$ cat src/rtl/vga_pixel_stream_if.sv
// Byte-stream handshake into the VGA pixel source.
// The producer drives data/valid and the pixel source returns ready.
interface vga_pixel_stream_if;
  logic [7:0] in_data;
  logic       in_valid;
  logic       in_ready;

  modport master (output in_data, output in_valid, input in_ready);
  modport slave  (input in_data, input in_valid, output in_ready);
endinterface

$ cat src/rtl/vga_pixel_stream.sv
// Pixel source for the VGA sync generator: byte FIFO, current-pixel register, RGB222 output.
// Define VGA_STREAM_RLE_EN to run-length decode byte[7:6] into 1..4 repeats of each pixel.
module vga_pixel_stream #(
  parameter int DEPTH = 8,
  parameter int AW    = 3
) (
  input  logic                px_clk,
  input  logic                reset,
  vga_pixel_stream_if.slave   stream,
  input  logic                flush,
  input  logic                activevideo,
  output logic                data_done,
  output logic [5:0]          rgb,
  output logic                underrun
);

  logic [7:0]  mem [DEPTH];
  logic [AW:0] wr_ptr;
  logic [AW:0] rd_ptr;
  logic        full;
  logic        empty;
  logic        wr_en;
  logic [7:0]  rd_byte;

  logic        cur_valid;
  logic [5:0]  cur_color;
  logic        rem_zero;
  logic        consume;
  logic        load;

  assign full    = (wr_ptr[AW] != rd_ptr[AW]) && (wr_ptr[AW-1:0] == rd_ptr[AW-1:0]);
  assign empty   = (wr_ptr == rd_ptr);
  assign wr_en   = stream.in_valid & ~full;
  assign rd_byte = mem[rd_ptr[AW-1:0]];

  assign stream.in_ready = ~full;

  assign consume   = activevideo & cur_valid;
  // Pop on the same edge the last repeat is consumed, so runs follow each other without a bubble.
  assign load      = ~empty & (~cur_valid | (consume & rem_zero));
  assign data_done = ~activevideo | cur_valid;

  // FIFO stage: storage is not reset, only the pointers are
  always_ff @(posedge px_clk) begin
    if (wr_en) begin
      mem[wr_ptr[AW-1:0]] <= stream.in_data;
    end
  end

  always_ff @(posedge px_clk) begin
    if (reset || flush) begin
      wr_ptr <= '0;
      rd_ptr <= '0;
    end else begin
      if (wr_en) wr_ptr <= wr_ptr + (AW+1)'(1);
      if (load)  rd_ptr <= rd_ptr + (AW+1)'(1);
    end
  end

  // Current-pixel stage
  always_ff @(posedge px_clk) begin
    if (reset || flush) begin
      cur_valid <= 1'b0;
    end else if (load) begin
      cur_valid <= 1'b1;
    end else if (consume && rem_zero) begin
      cur_valid <= 1'b0;
    end
  end

  always_ff @(posedge px_clk) begin
    if (load) begin
      cur_color <= rd_byte[5:0];
    end
  end

`ifdef VGA_STREAM_RLE_EN
  logic [1:0] cur_rem;

  assign rem_zero = (cur_rem == 2'd0);

  always_ff @(posedge px_clk) begin
    if (reset || flush) begin
      cur_rem <= 2'd0;
    end else if (load) begin
      cur_rem <= rd_byte[7:6];
    end else if (consume && !rem_zero) begin
      cur_rem <= cur_rem - 2'd1;
    end
  end
`else
  logic unused_run;

  assign rem_zero   = 1'b1;
  assign unused_run = ^rd_byte[7:6];
`endif

  // Output stage: rgb lags activevideo by one cycle; blank and stalled cycles show black
  always_ff @(posedge px_clk) begin
    if (reset || flush) begin
      rgb <= 6'd0;
    end else if (consume) begin
      rgb <= cur_color;
    end else begin
      rgb <= 6'd0;
    end
  end

  always_ff @(posedge px_clk) begin
    if (reset || flush) begin
      underrun <= 1'b0;
    end else if (activevideo && !cur_valid) begin
      underrun <= 1'b1;
    end
  end

endmodule

$ cat src/flat_wrapper.sv
// flat-port wrapper written by rule: the top's interface ports become plain ports
module vga_pixel_stream_flat 
#(
  parameter int DEPTH = 8,
  parameter int AW    = 3
)
  (px_clk, reset, flush, activevideo, data_done, rgb, underrun, stream_in_data, stream_in_valid, stream_in_ready);
  vga_pixel_stream_if stream_i ();
  input  logic px_clk;
  input  logic reset;
  input  logic flush;
  input  logic activevideo;
  output logic data_done;
  output logic [5:0] rgb;
  output logic underrun;
  input wire logic [$bits(stream_i.in_data)-1:0] stream_in_data;
  input wire logic [$bits(stream_i.in_valid)-1:0] stream_in_valid;
  output wire logic [$bits(stream_i.in_ready)-1:0] stream_in_ready;
  assign stream_i.in_data = stream_in_data;
  assign stream_i.in_valid = stream_in_valid;
  assign stream_in_ready = stream_i.in_ready;
  vga_pixel_stream #(.DEPTH(DEPTH), .AW(AW)) u_core (.px_clk(px_clk), .reset(reset), .stream(stream_i), .flush(flush), .activevideo(activevideo), .data_done(data_done), .rgb(rgb), .underrun(underrun));
endmodule
$ cat config.mk
export PLATFORM = sky130hd
export DESIGN_NAME = vga_pixel_stream_flat
export DESIGN_NICKNAME = d
export VERILOG_FILES = /design/src/rtl/vga_pixel_stream_if.sv /design/src/rtl/vga_pixel_stream.sv /design/src/flat_wrapper.sv
export SDC_FILE = /design/constraint.sdc
export NUM_CORES = 1
export LEC_CHECK = 0
export BUFFER_PORTS_ARGS = -buffer_cell sky130_fd_sc_hd__buf_2
export CAP_MARGIN = 20
export CELL_PAD_IN_SITES_DETAIL_PLACEMENT = 0
export CELL_PAD_IN_SITES_GLOBAL_PLACEMENT = 1
export CORE_MARGIN = 5
export CORE_UTILIZATION = 45
export CTS_BUF_LIST = sky130_fd_sc_hd__clkbuf_2
export DETAILED_ROUTE_END_ITERATION = 16
export PLACE_DENSITY_LB_ADDON = 0.08
export SLEW_MARGIN = 20
export SYNTH_ARGS = -nofsm -noshare
export SYNTH_HDL_FRONTEND = slang
export SYNTH_SLANG_ARGS = --single-unit
$ cat constraint.sdc
create_clock -name px_clk -period 3 [get_ports px_clk]
set_input_delay 0.9 -clock px_clk [delete_from_list [all_inputs] [get_ports px_clk]]
set_output_delay 0.9 -clock px_clk [all_outputs]
set_load 0.01 [all_outputs]
=== After elaboration in Yosys (flattened, before gate mapping) ===
Memory sizes are Yosys's and may differ from the RTL's. A register that Yosys moved wholly into a read port is not among the register bits.
Cells that the tools add are included.

* Register bits after elaboration: 16
* Memory bits (writable): 64
* Bits of input ports: 13
* Output and inout bits: 9
* Word-level logic and storage cells: 31
* Memories: 1

* Add/subtract/negate cells: 2
* Equal/unequal tests: 3
* Muxes and demuxes: 4
* Bitwise logic cells: 10
* Reductions and logical operators: 6

{| class="wikitable"
|+ Memory list
! memory !! depth !! width !! read ports !! clocked after Yosys merged registers in !! wr ports !! line !! text
|-
| u_core.mem || 8 || 8 || 1 || 1 || 1 || vga_pixel_stream.sv:17 || <nowiki>logic [7:0] mem [DEPTH];</nowiki>
|}

{| class="wikitable"
|+ Operators by type and width
! kind !! count
|-
| adder 4 x 1 -> 4 bit, second input constant || 2
|-
| NOT 1 bit || 5
|-
| == test 4 bit || 1
|-
| 2-to-1 mux 1 bit || 4
|-
| bitwise AND 1 bit || 3
|-
| == test 3 bit || 1
|-
| logical AND 1 bit || 2
|-
| bitwise OR 1 bit || 2
|-
| nonzero test 2 bit || 1
|-
| OR reduction 2 bit || 1
|-
| logical NOT 1 bit || 1
|-
| logical OR 1 bit || 1
|-
| != test 1 bit || 1
|}

=== Longest topological paths before layout ===
* Word-level depth: 6
* Mapped depth: 7
* Gate-level depth less buffers: 6

=== Least setup slack after synthesis ===
OpenSTA, ideal clock, no wires.

* Path type: input port to flip-flop
* From: in stream_in_valid
* To: mem u_core.mem[0][0], enable pin
* Library setup time: 0.386 ns
* Arrival time: 1.746 ns
* Data required time: 2.614 ns
* Setup slack: 0.869 ns
* Stages: 3
* Path buffers: 1
* Path through: buf_4 > nand2b_1 > nor4_1

* Longest elaborated chain between the ends: 3

{| class="wikitable"
|+ RTL lines
! element !! line !! text
|-
| from (decl) || flat_wrapper.sv:17 || <nowiki>input wire logic [$bits(stream_i.in_valid)-1:0] stream_in_valid;</nowiki>
|-
| bitwise AND 1 bit || vga_pixel_stream.sv:33 || <nowiki>assign wr_en = stream.in_valid & ~full;</nowiki>
|-
| 2-to-1 mux 1 bit || vga_pixel_stream.sv:45 || <nowiki>if (wr_en) begin</nowiki>
|-
| 2-to-1 mux 1 bit (not written as such) || vga_pixel_stream.sv:46 || <nowiki>mem[wr_ptr[AW-1:0]] <= stream.in_data;</nowiki>
|-
| to (decl) || vga_pixel_stream.sv:17 ||
|}

Every way passes these cells.

=== Worst setup path in the final report ===
* From: reg u_core.wr_ptr[0]
* To: out stream_in_ready

* Longest elaborated chain between the ends: 3

{| class="wikitable"
|+ RTL lines
! element !! line !! text
|-
| from (decl) || vga_pixel_stream.sv:18 || <nowiki>logic [AW:0] wr_ptr;</nowiki>
|-
| from (signal assigned) || vga_pixel_stream.sv:55 || <nowiki>if (wr_en) wr_ptr <= wr_ptr + (AW+1)'(1);</nowiki>
|-
| == test 3 bit || vga_pixel_stream.sv:31 || <nowiki>assign full = (wr_ptr[AW] != rd_ptr[AW]) && (wr_ptr[AW-1:0] == rd_ptr[AW-1:0]);</nowiki>
|-
| logical AND 1 bit || vga_pixel_stream.sv:31 ||
|-
| NOT 1 bit || vga_pixel_stream.sv:36 || <nowiki>assign stream.in_ready = ~full;</nowiki>
|-
| to (decl) || flat_wrapper.sv:18 || <nowiki>output wire logic [$bits(stream_i.in_ready)-1:0] stream_in_ready;</nowiki>
|}

Every way passes these cells.

==> flow_summary.ini <==
[cts]
clock_sinks = 70
postCtsHoldBufs = 0
clkTransAtPathRegs_ns = 0.18
cts_buffers = 9
htree_levels = 3
clock_path_buffers = 2
cts_tree = built
clkLatencyLatePin_ns = 0.47
cts_resized = 0
post_cts_buffers = 0
ctsRootBufferMaster = clkbuf_2

[power]
p_sw_frac = 0.2267
irDropWorstVdd_mv = 0.2949
power.leakage_nw = 1.101
power.switching_uw = 379.9
comb_power_share = 0.058
cellInternalPower_mw = 1.296
pwr-share-clk = 0.301
powerDensity_mw_per_mm2 = 526.9
fin_total_pwr_mw = 1.676
seq_power_share = 0.641

[die]
dieArea_mm2 = 0.008251
die_w_um = 90.84
ios = 22
row_count = 29
initial_core_util = 0.4631
die_h_um = 90.84
core_area_mm2 = 0.006350

[worst_setup_path]
worst_ep_required_time_ns = 2.10
r2r_end = u_core.mem[6][0]
start_kind = register
reg2reg_slack_ns = 0.73
reg2reg_depth = 6
arrival_ns = 1.95
critPathMaxFanout = 10
reg2reg_from = u_core.wr_ptr[0]
cp-end-kind = primary output
crit_start = u_core.wr_ptr[0]
criticalPathCategory = reg2out

[timing]
slew_headroom = 0.5599
maxSlewViolCount = 0
rsz0062_at_grt = no
clock.fmax_ghz = 0.3514
min_period_over_period = 0.9487
period_needed_ns = 2.846
final-setup-viol-count = 0
worst_pin_slew_ns = 0.6601
finClkSkew_ns = 0.02520
tns_ns = 0
hold_viol = 0

[run]
cap_violations = 0

[yosys]
synth_top_area_cell = edfxtp_1
synth_top_area_share = 0.5515
synth_warnings = 0
ys_ff_latch = 70
syn_area_mm2 = 0.002940
synth_edf_count = 54
syn-mean-instance-area_um2 = 17.50
ys_top_cells_by_area = edfxtp_1 55%, dfxtp_1 11%, mux4_1 5.4%
synth_flop_cell = edfxtp_1
yosys.cell_count.top_type = edfxtp_1
syn-num-nets = 183
async_reset_ff_frac = 0
synth_common_cells = 54 x edfxtp_1, 16 x dfxtp_1, 9 x nor2_1
ys_seq_area_frac = 0.6604
syn_inst = 168
synth_cell_types = 41

[routing]
dr_total_vias = 1479
drtPass1Iterations = 4
avgRoutedWirePerCell_um = 17.62
drc = 0
postRouteWirelength_um = 4880
via_per_inst = 5.339
drtIter0Drc = 69
ant_nets = 0

[placed_design]
dp_hpwl_um = 3225
port_buffers = 19
place.gp.congestion = 0.7267
placed_area_mm2 = 0.003079

[layout]
antenna_cells = 0
multiInputGateArea_um2 = 869.6
seqCellArea_mm2 = 0.001942
fillers = 526
final_area_mm2 = 0.003181
drive_gt1_frac = 0.3250
layout.nets = 211
area_growth_pct = 8.170

[min_path]
min_from = u_core.cur_color[0]
worst_hold_path.endpoint = u_core.rgb[0]
min_path_cells = 1
hp-class = reg2reg

[global_routing]
grt_pass1_vias = 1457
grt_pass1_wl_um = 7755
grt_usage = 0.1268
overflow = 0
grt_max_degree = 16
antenna_found_initial = 0

[run_status]
status = finished, final reports clean
## area by class of cell
cell class	instances	area share
clock buffers	10	0.01574
clock inverters	5	0.01613
inverters	3	0.005114
multi-input cells	85	0.2734
flip-flops and latches	70	0.6105
well taps	77	0.03029
repair buffers	27	0.04878
## power by group through the flow
stage,registers (mW),logic [mW],clock network [mW]
global placement,1.09,0.0949,0
detailed placement,1.10,0.0976,0
finish,1.07,0.0975,0.505
CTS,1.07,0.0984,0.519
global route,1.08,0.107,0.561
floorplan,1.09,0.0728,0
## cells in the final DEF, fill, tap and decap left out, types with 2 or more instances in the layout
| cell | synthesis | routed |
|---|---|---|
| clkinv_2 | 0 | 2 |
| nor3b_2 | 2 | 2 |
| xor2_1 | 2 | 2 |
| xnor2_1 | 2 | 2 |
| nand3_1 | 3 | 3 |
| dfxtp_1 | 16 | 16 |
| mux2_2 | 6 | 6 |
| clkbuf_2 | 0 | 10 |
| a21oi_1 | 4 | 4 |
| nor4_1 | 2 | 2 |
| nor2_1 | 9 | 9 |
| buf_2 | 0 | 19 |
| mux4_2 | 6 | 6 |
| nand2_1 | 6 | 6 |
| xnor2_4 | 3 | 3 |
| mux4_1 | 6 | 6 |
| edfxtp_1 | 54 | 54 |
| nand2b_1 | 3 | 3 |
| nor3_1 | 4 | 4 |
| and2_1 | 6 | 6 |
| a41o_1 | 2 | 2 |
| a31oi_1 | 2 | 2 |
| ha_1 | 2 | 2 |
| buf_4 | 2 | 8 |
| inv_1 | 2 | 2 |
| o21ai_0 | 3 | 3 |
## worst max path at each step
| stage | end | slack (ns) | depth (start not counted) |
|---|---|---|---|
| after floorplan | u_core.mem[0][0] | 0.87 | 3 |
| after global placement | stream_in_ready | 0.70 | 5 |
| after detailed placement | stream_in_ready | 0.67 | 5 |
| after CTS | stream_in_ready | 0.11 | 5 |
| after global routing | stream_in_ready | 0.03 | 5 |
| final | stream_in_ready | 0.15 | 5 |
## cells by family after synthesis
group / share of synthesized area
xor gates and xnor gates: 0.04000
buffers and inverters: 0.04383
adders and majority gates: 0.008509
AOI/OAI and AO/OA: 0.03745
DFF: 0.6604
and+or+nand+nor: 0.08724
muxes: 0.1226
## per-layer routing
| layer | GRT usage | wire length [um] | up-vias |
|---|---|---|---|
| met4 | 0.06357 | 87 | 0 |
| met5 | 0 | 0 | - |
| met2 | 0.1846 | 2229 | 28 |
| li1 | - | - | 708 |
| met1 | 0.1711 | 2380 | 734 |
| met3 | 0.03917 | 183 | 9 |
## metrics by stage
step	util	hold WS [ns]	setup slack, ns	std cells
6_report	0.5009	0.4589	0.1540	277
5_1_grt	0.5009	0.4767	0.03056	277
4_1_cts	0.5009	0.4667	0.1107	277
3_5_place_dp	0.4849	0.4276	0.6684	262
3_3_place_gp	0.4849	0.4240	0.7040	262
2_1_floorplan	-	0.4203	0.8687	168
## registers in the layout, summed over array words and instances (netlist names)
name	count
u_core.mem	48
u_core.cur_color	6
u_core.rgb	6
u_core.rd_ptr	4
u_core.wr_ptr	4
u_core.cur_valid	1
u_core.underrun	1
## critical path: stages, from the launching register on
cell and delay, ns:
dfxtp_1 0.67, xnor2_4 0.20, and3_4 0.24, and2_4 0.19, inv_6 0.05, buf_2 0.13
Note: power is estimated with default switching activity, not from simulation.
